`src/rtl/stopwatch_ctrl_pkg.sv`:
```
// Shared types and constants for the minutes:seconds stopwatch.
package stopwatch_ctrl_pkg;

  // Control FSM encoding; 2'd3 is unused and recovers to idle.
  typedef enum logic [1:0] {
    StIdle  = 2'd0,
    StRun   = 2'd1,
    StPause = 2'd2
  } sw_state_e;

  // Largest displayable seconds and minutes values.
  localparam logic [7:0] MAX_SEC = 8'd59;
  localparam logic [7:0] MAX_MIN = 8'd59;

  // Defaults for a 50 MHz clock: one-second prescale and 20 ms key debounce.
  localparam int unsigned CNT_1S_DEFAULT  = 50_000_000;
  localparam int unsigned DEB_CNT_DEFAULT = 1_000_000;

  // Counter width able to hold 0..n-1, never narrower than one bit.
  function automatic int unsigned cnt_width(input int unsigned n);
    return (n > 1) ? $clog2(n) : 1;
  endfunction

endpackage

```
`src/rtl/key_debounce.sv`:
```
// Synchronise, debounce and edge-detect one raw active-low push-button.
// Emits a single-cycle key_press on an accepted 1->0 transition only.
module key_debounce
  import stopwatch_ctrl_pkg::*;
#(
  parameter int unsigned DEB_CNT = DEB_CNT_DEFAULT
) (
  input  logic clk,
  input  logic rst,
  input  logic key_in,
  output logic key_press
);

  localparam int unsigned CW = cnt_width(DEB_CNT);
  localparam logic [CW-1:0] CntMax = CW'(DEB_CNT - 1);

  logic          sync1_q;
  logic          sync2_q;
  logic          stable_q;
  logic          stable_d;
  logic          stable_dly_q;
  logic          press_q;
  logic [CW-1:0] cnt_q;
  logic [CW-1:0] cnt_d;

  // Two-flop synchroniser; resets to the released level.
  always_ff @(posedge clk or posedge rst) begin
    if (rst) begin
      sync1_q <= 1'b1;
      sync2_q <= 1'b1;
    end else begin
      sync1_q <= key_in;
      sync2_q <= sync1_q;
    end
  end

  // Count consecutive cycles the synchronised level disagrees with the accepted one.
  always_comb begin
    cnt_d    = cnt_q;
    stable_d = stable_q;
    if (sync2_q == stable_q) begin
      cnt_d = '0;
    end else if (cnt_q == CntMax) begin
      stable_d = sync2_q;
      cnt_d    = '0;
    end else begin
      cnt_d = cnt_q + 1'b1;
    end
  end

  // Debounce state registers.
  always_ff @(posedge clk or posedge rst) begin
    if (rst) begin
      cnt_q    <= '0;
      stable_q <= 1'b1;
    end else begin
      cnt_q    <= cnt_d;
      stable_q <= stable_d;
    end
  end

  // Registered falling-edge detect on the accepted level; releases are ignored.
  always_ff @(posedge clk or posedge rst) begin
    if (rst) begin
      stable_dly_q <= 1'b1;
      press_q      <= 1'b0;
    end else begin
      stable_dly_q <= stable_q;
      press_q      <= stable_dly_q & ~stable_q;
    end
  end

  assign key_press = press_q;

endmodule

```
`src/rtl/stopwatch_ctrl.sv`:
```
// Minutes:seconds stopwatch with start/pause and clear buttons.
// dat1 = minutes, dat2 = seconds, both binary 0..59 and registered.
module stopwatch_ctrl
  import stopwatch_ctrl_pkg::*;
#(
  parameter int unsigned CNT_1S  = CNT_1S_DEFAULT,
  parameter int unsigned DEB_CNT = DEB_CNT_DEFAULT
) (
  input  logic       clk,
  input  logic       rst,
  input  logic       key_start,
  input  logic       key_clr,
  output logic [7:0] dat1,
  output logic [7:0] dat2,
  output logic       running
);

  localparam int unsigned PW = cnt_width(CNT_1S);
  localparam logic [PW-1:0] PrescMax = PW'(CNT_1S - 1);

  logic          start_press;
  logic          clr_press;
  sw_state_e     state_q;
  logic          running_q;
  logic [PW-1:0] presc_q;
  logic [PW-1:0] presc_d;
  logic          tick;
  logic [7:0]    sec_q;
  logic [7:0]    sec_d;
  logic [7:0]    min_q;
  logic [7:0]    min_d;

  key_debounce #(
    .DEB_CNT (DEB_CNT)
  ) u_deb_start (
    .clk       (clk),
    .rst       (rst),
    .key_in    (key_start),
    .key_press (start_press)
  );

  key_debounce #(
    .DEB_CNT (DEB_CNT)
  ) u_deb_clr (
    .clk       (clk),
    .rst       (rst),
    .key_in    (key_clr),
    .key_press (clr_press)
  );

  // Control FSM with running registered alongside the state; clear beats start.
  always_ff @(posedge clk or posedge rst) begin
    if (rst) begin
      state_q   <= StIdle;
      running_q <= 1'b0;
    end else if (clr_press) begin
      state_q   <= StIdle;
      running_q <= 1'b0;
    end else if (start_press) begin
      case (state_q)
        StIdle, StPause: begin
          state_q   <= StRun;
          running_q <= 1'b1;
        end
        StRun: begin
          state_q   <= StPause;
          running_q <= 1'b0;
        end
        default: begin
          state_q   <= StIdle;
          running_q <= 1'b0;
        end
      endcase
    end else if (state_q != StIdle && state_q != StRun && state_q != StPause) begin
      state_q   <= StIdle;
      running_q <= 1'b0;
    end
  end

  // One-second tick on the last prescaler count of each second spent in RUN.
  assign tick = (state_q == StRun) && (presc_q == PrescMax);

  // Prescaler: counts in RUN, holds in PAUSE so a resume finishes the partial second.
  always_comb begin
    presc_d = presc_q;
    if (clr_press) begin
      presc_d = '0;
    end else begin
      case (state_q)
        StRun:   presc_d = tick ? '0 : presc_q + 1'b1;
        StPause: presc_d = presc_q;
        default: presc_d = '0;
      endcase
    end
  end

  // Prescaler register.
  always_ff @(posedge clk or posedge rst) begin
    if (rst) begin
      presc_q <= '0;
    end else begin
      presc_q <= presc_d;
    end
  end

  // Seconds/minutes advance on tick, wrapping 59:59 -> 00:00; clear beats tick.
  always_comb begin
    sec_d = sec_q;
    min_d = min_q;
    if (clr_press) begin
      sec_d = '0;
      min_d = '0;
    end else if (tick) begin
      if (sec_q < MAX_SEC) begin
        sec_d = sec_q + 8'd1;
      end else begin
        sec_d = '0;
        min_d = (min_q < MAX_MIN) ? min_q + 8'd1 : '0;
      end
    end
  end

  // Time registers.
  always_ff @(posedge clk or posedge rst) begin
    if (rst) begin
      sec_q <= '0;
      min_q <= '0;
    end else begin
      sec_q <= sec_d;
      min_q <= min_d;
    end
  end

  assign dat1    = min_q;
  assign dat2    = sec_q;
  assign running = running_q;

endmodule

```
`config.mk`:
```
export PLATFORM = sky130hd
export DESIGN_NAME = stopwatch_ctrl
export DESIGN_NICKNAME = d
export VERILOG_FILES = /design/src/rtl/stopwatch_ctrl_pkg.sv /design/src/rtl/key_debounce.sv /design/src/rtl/stopwatch_ctrl.sv
export SDC_FILE = /design/constraint.sdc
export NUM_CORES = 1
export LEC_CHECK = 0
export CAP_MARGIN = 40
export CORE_ASPECT_RATIO = 1.1
export CORE_MARGIN = 2
export CORE_UTILIZATION = 46
export DETAILED_ROUTE_END_ITERATION = 12
export PLACE_DENSITY = 0.72
export SYNTH_ARGS = -nofsm -noshare
export SYNTH_HDL_FRONTEND = slang
export SYNTH_SLANG_ARGS = --single-unit
```
`constraint.sdc`:
```
create_clock -name clk -period 6.9 [get_ports clk]
set_clock_uncertainty 0.1 [all_clocks]
set_input_delay 2.07 -clock clk [delete_from_list [all_inputs] [get_ports clk]]
set_output_delay 2.07 -clock clk [all_outputs]
set_load 0.01 [all_outputs]
```
==> reports/results.tsv <==
stage	metric	value	unit
outcome	result of the run	completed	
clock_network	number of buffers added by the clock tree synthesis step	9	
clock_network	# clock sinks	95	
clock_network	library cell used as clock root buffer	sky130_fd_sc_hd__clkbuf_8	
clock_network	hold-fix buffer count after cts	0	
drt	DR vias/cell	5.56	
synth	synth cell count leaders	sky130_fd_sc_hd__dfrtp_1, sky130_fd_sc_hd__nor2_1, sky130_fd_sc_hd__xor2_1	
drt	post-route ant nets	0	
sta	number of endpoints with negative hold slack in the final report	0	
clock_network	clock latency of the later-clocked register in the worst-skew pair	0.38	ns
synth	fraction of registers with async set/reset	100	%
global_routing	overflow left after global routing	0	
clock_network	clock slew at reported path FFs	0.09	ns
job	number of max-capacitance violations reported	0	
setup_path	origin of the worst setup path	dat2[3]	
synth	Warnings, synthesis	0	
setup_path	endpoint kind of the worst setup timing path	output port	
min_path	hold wc startpoint	u_deb_start.sync1_q	
setup_path	cell-by-cell listing of the critical path	clkdlybuf4s50_1	
sta	Final min period	3.57	ns
drt	routed vias	3386	
sta	relative slew slack	41.3	%
clock_network	buffer count from post-CTS setup fixing	0	
placement	final HPWL from detailed placement	5.96	mm
sta	setup repair after global routing missed its margin	no	
drt	Avg WL per Cell	14.6	um
global_routing	first-pass GRT wire length	15.7	mm
sta	actual transition at the worst max-transition pin	0.874	ns
setup_path	data required time of the critical path	4.73	ns
cells_and_area	share of layout cells above drive strength 1	9.20	%
floorplan	core footprint	0.00984	sq mm
sta	Final period util	51.7	%
sta	final total negative setup slack	0	ns
floorplan	Die X-Extent	100	um
pwr	Pwr Density	193	mW/mm^2
setup_path	delay of the slowest critical-path stage	0.58	ns
pwr	worst-case vdd ir drop	0.000105	V
setup_path	Levels on crit path	1	
floorplan	die span in y	110	um
sta	Final Slew Violations	0	
global_routing	initial antenna violation count	0	
synth	largest cells by area after synthesis	sky130_fd_sc_hd__dfrtp_1, sky130_fd_sc_hd__xor2_1, sky130_fd_sc_hd__nor2_1	
synth	proportion of synthesized chip area in sequential cells	51.2	%
setup_path	buffer and inverter count on the worst path	1	
global_routing	maximum number of pins on one net before global-route repair	50	
drt	number of DRC markers in iteration 0	197	
synth	most instantiated library cell after synthesis	sky130_fd_sc_hd__dfrtp_1	
synth	share of Yosys cell area claimed by the top area cell type	46.7	%
cells_and_area	number of nets in the layout	494	
setup_path	cell with the largest stage delay on the worst path	sky130_fd_sc_hd__clkdlybuf4s50_1	
cells_and_area	area grow syn2layout	10.8	%
floorplan	placement row count	38	
global_routing	Total GRT Usage	18.0	%
setup_path	arrival time reported for the critical path endpoint	1.40	ns
synth	combined area of all synthesized cells	0.00466	sq mm
clock_network	clock tree from TritonCTS	done	
setup_path	highest net fanout along the worst path	6	
placement	final estimated routing congestion in global placement	0.819	
placement	Buffers on Ports	20	
sta	Achievable Freq	0.280	GHz
sta	worst setup margin	3.33	ns
floorplan	number of ports placed on the die boundary	21	
synth	register bit count reported by yosys	95	
min_path	path class of the lowest-slack min-delay path	flip-flop to flip-flop	
setup_path	dominant delay contributor by cell family on the critical path	buffers and inverters	
setup_path	depth of the worst register-to-register path	6	
placement	Post-Place Setup Slack	3.10	ns
sta	final setup violation count	0	
drt	Detailed Routing Iterations Pass 1	6	
synth	number of nets in the synthesized netlist	476	
setup_path	beginning of the worst register-to-register path	presc_q[0]	
synth	Post-synth EDFFs	0	
global_routing	number of global-route vias before repair	3378	
synth	cell type with the largest total area after synthesis	sky130_fd_sc_hd__dfrtp_1	
drt	Routed WL	8.89	mm
floorplan	initial cell density of the core	47.3	%
synth	dominant register cell in the synthesized netlist	sky130_fd_sc_hd__dfrtp_1	
drt	number of DRC violations after detailed routing	0	
synth	post-synth cell types	55	
synth	number of cells produced by synthesis	466	
cells_and_area	total inserted antenna cells	0	
synth	Mean Syn Cell Area	10.0	sq um
min_path	number of cells traversed by the worst hold path	0	
setup_path	path type of the worst setup path	flip-flop to output port	
setup_path	CP Launch Type	flip-flop	
clock_network	H-tree depth reported by CTS	3	
clock_network	CTS resizes	0	
pwr	total leakage power	0.00210	uW
floorplan	die area	0.0110	sq mm
clock_network	Max Root-Sink Buffers	2	
[per-layer routing]
layer / GRT usage, % / wire (um) / up-vias
met5: 0 / 0 / -
met4: 9.88 / 214 / 0
met3: 2.42 / 214 / 14
met2: 29.6 / 4290 / 43
met1: 23.2 / 4170 / 1675
li1: - / - / 1654
[power by group]
group | total (uW) | switching [uW] | internal (uW)
sequential | 565 | 3.77 | 561
clock | 411 | 206 | 205
combinational | 22.2 | 16.7 | 5.50
[sequential cells by signal, summed over array words and instances (netlist names), 2 cells and up]
register	cells
state_q	2
presc_q	26
dat2	8
u_deb_clr.cnt_q	20
dat1	8
u_deb_start.cnt_q	20
[through the flow]
stage	total power, uW	utilization [%]	instance area (sq um)	hold slack, ns	cells
global placement	599	50.3	4950	0.249	593
detailed placement	599	50.3	4950	0.249	593
finish	999	52.5	5160	0.262	609
floorplan	593	-	4660	0.245	466
global route	1030	52.5	5160	0.269	609
CTS	1010	52.5	5160	0.263	609
[kinds of logic after synthesis]
| group | synth area share (%) |
|---|---|
| AO/OA/AOI/OAI | 5.42 |
| buffers and inverters | 2.52 |
| XOR/XNOR | 11.3 |
| flip-flops | 51.2 |
| multiplexers | 0.913 |
| AND/OR/NAND/NOR | 27.0 |
| adder cells (fa/ha/maj) | 1.61 |
[cell usage in the layout, fill, tap and decap left out, types with 3 or more instances in the layout]
cell | synthesis | layout
sky130_fd_sc_hd__a21oi_1 | 4 | 4
sky130_fd_sc_hd__and2_1 | 6 | 6
sky130_fd_sc_hd__and3_1 | 8 | 8
sky130_fd_sc_hd__and4_1 | 6 | 6
sky130_fd_sc_hd__clkbuf_8 | 0 | 9
sky130_fd_sc_hd__clkdlybuf4s50_1 | 0 | 20
sky130_fd_sc_hd__clkinv_2 | 0 | 3
sky130_fd_sc_hd__dfrtp_1 | 87 | 87
sky130_fd_sc_hd__dfstp_2 | 8 | 8
sky130_fd_sc_hd__ha_1 | 6 | 6
sky130_fd_sc_hd__inv_1 | 10 | 9
sky130_fd_sc_hd__nand2_1 | 32 | 32
sky130_fd_sc_hd__nand3_1 | 33 | 33
sky130_fd_sc_hd__nand3b_1 | 3 | 3
sky130_fd_sc_hd__nand4_1 | 19 | 19
sky130_fd_sc_hd__nor2_1 | 80 | 80
sky130_fd_sc_hd__nor2b_1 | 6 | 6
sky130_fd_sc_hd__nor3_1 | 8 | 8
sky130_fd_sc_hd__nor3b_1 | 3 | 3
sky130_fd_sc_hd__nor4_1 | 10 | 10
sky130_fd_sc_hd__nor4b_1 | 5 | 5
sky130_fd_sc_hd__o21ai_0 | 16 | 15
sky130_fd_sc_hd__o31ai_1 | 4 | 4
sky130_fd_sc_hd__or2_2 | 4 | 4
sky130_fd_sc_hd__xnor2_1 | 22 | 22
sky130_fd_sc_hd__xor2_1 | 38 | 38
[worst paths after layout]
kind | slack, ns | to
worst max-delay path | 3.33 | dat2[3]
worst min-delay path | 0.26 | u_deb_start.sync2_q
worst max register to register | 4.43 | dat2[2]
worst min register to register | 0.26 | u_deb_start.sync2_q
max in group asynchronous | 3.61 | dat1[6]
min in group asynchronous | 2.03 | presc_q[20]
[final cells by class]
class                   instances  area [sq um]
flip-flops and latches         95          2390
multi-input cells             346          2150
repair buffers                 22           215
inverters                      10          38.8
well taps                     120           150
fillers                       872          4680
clock inverters                 7          95.1
clock buffers                   9           124
(Power assumes the default switching activity.)
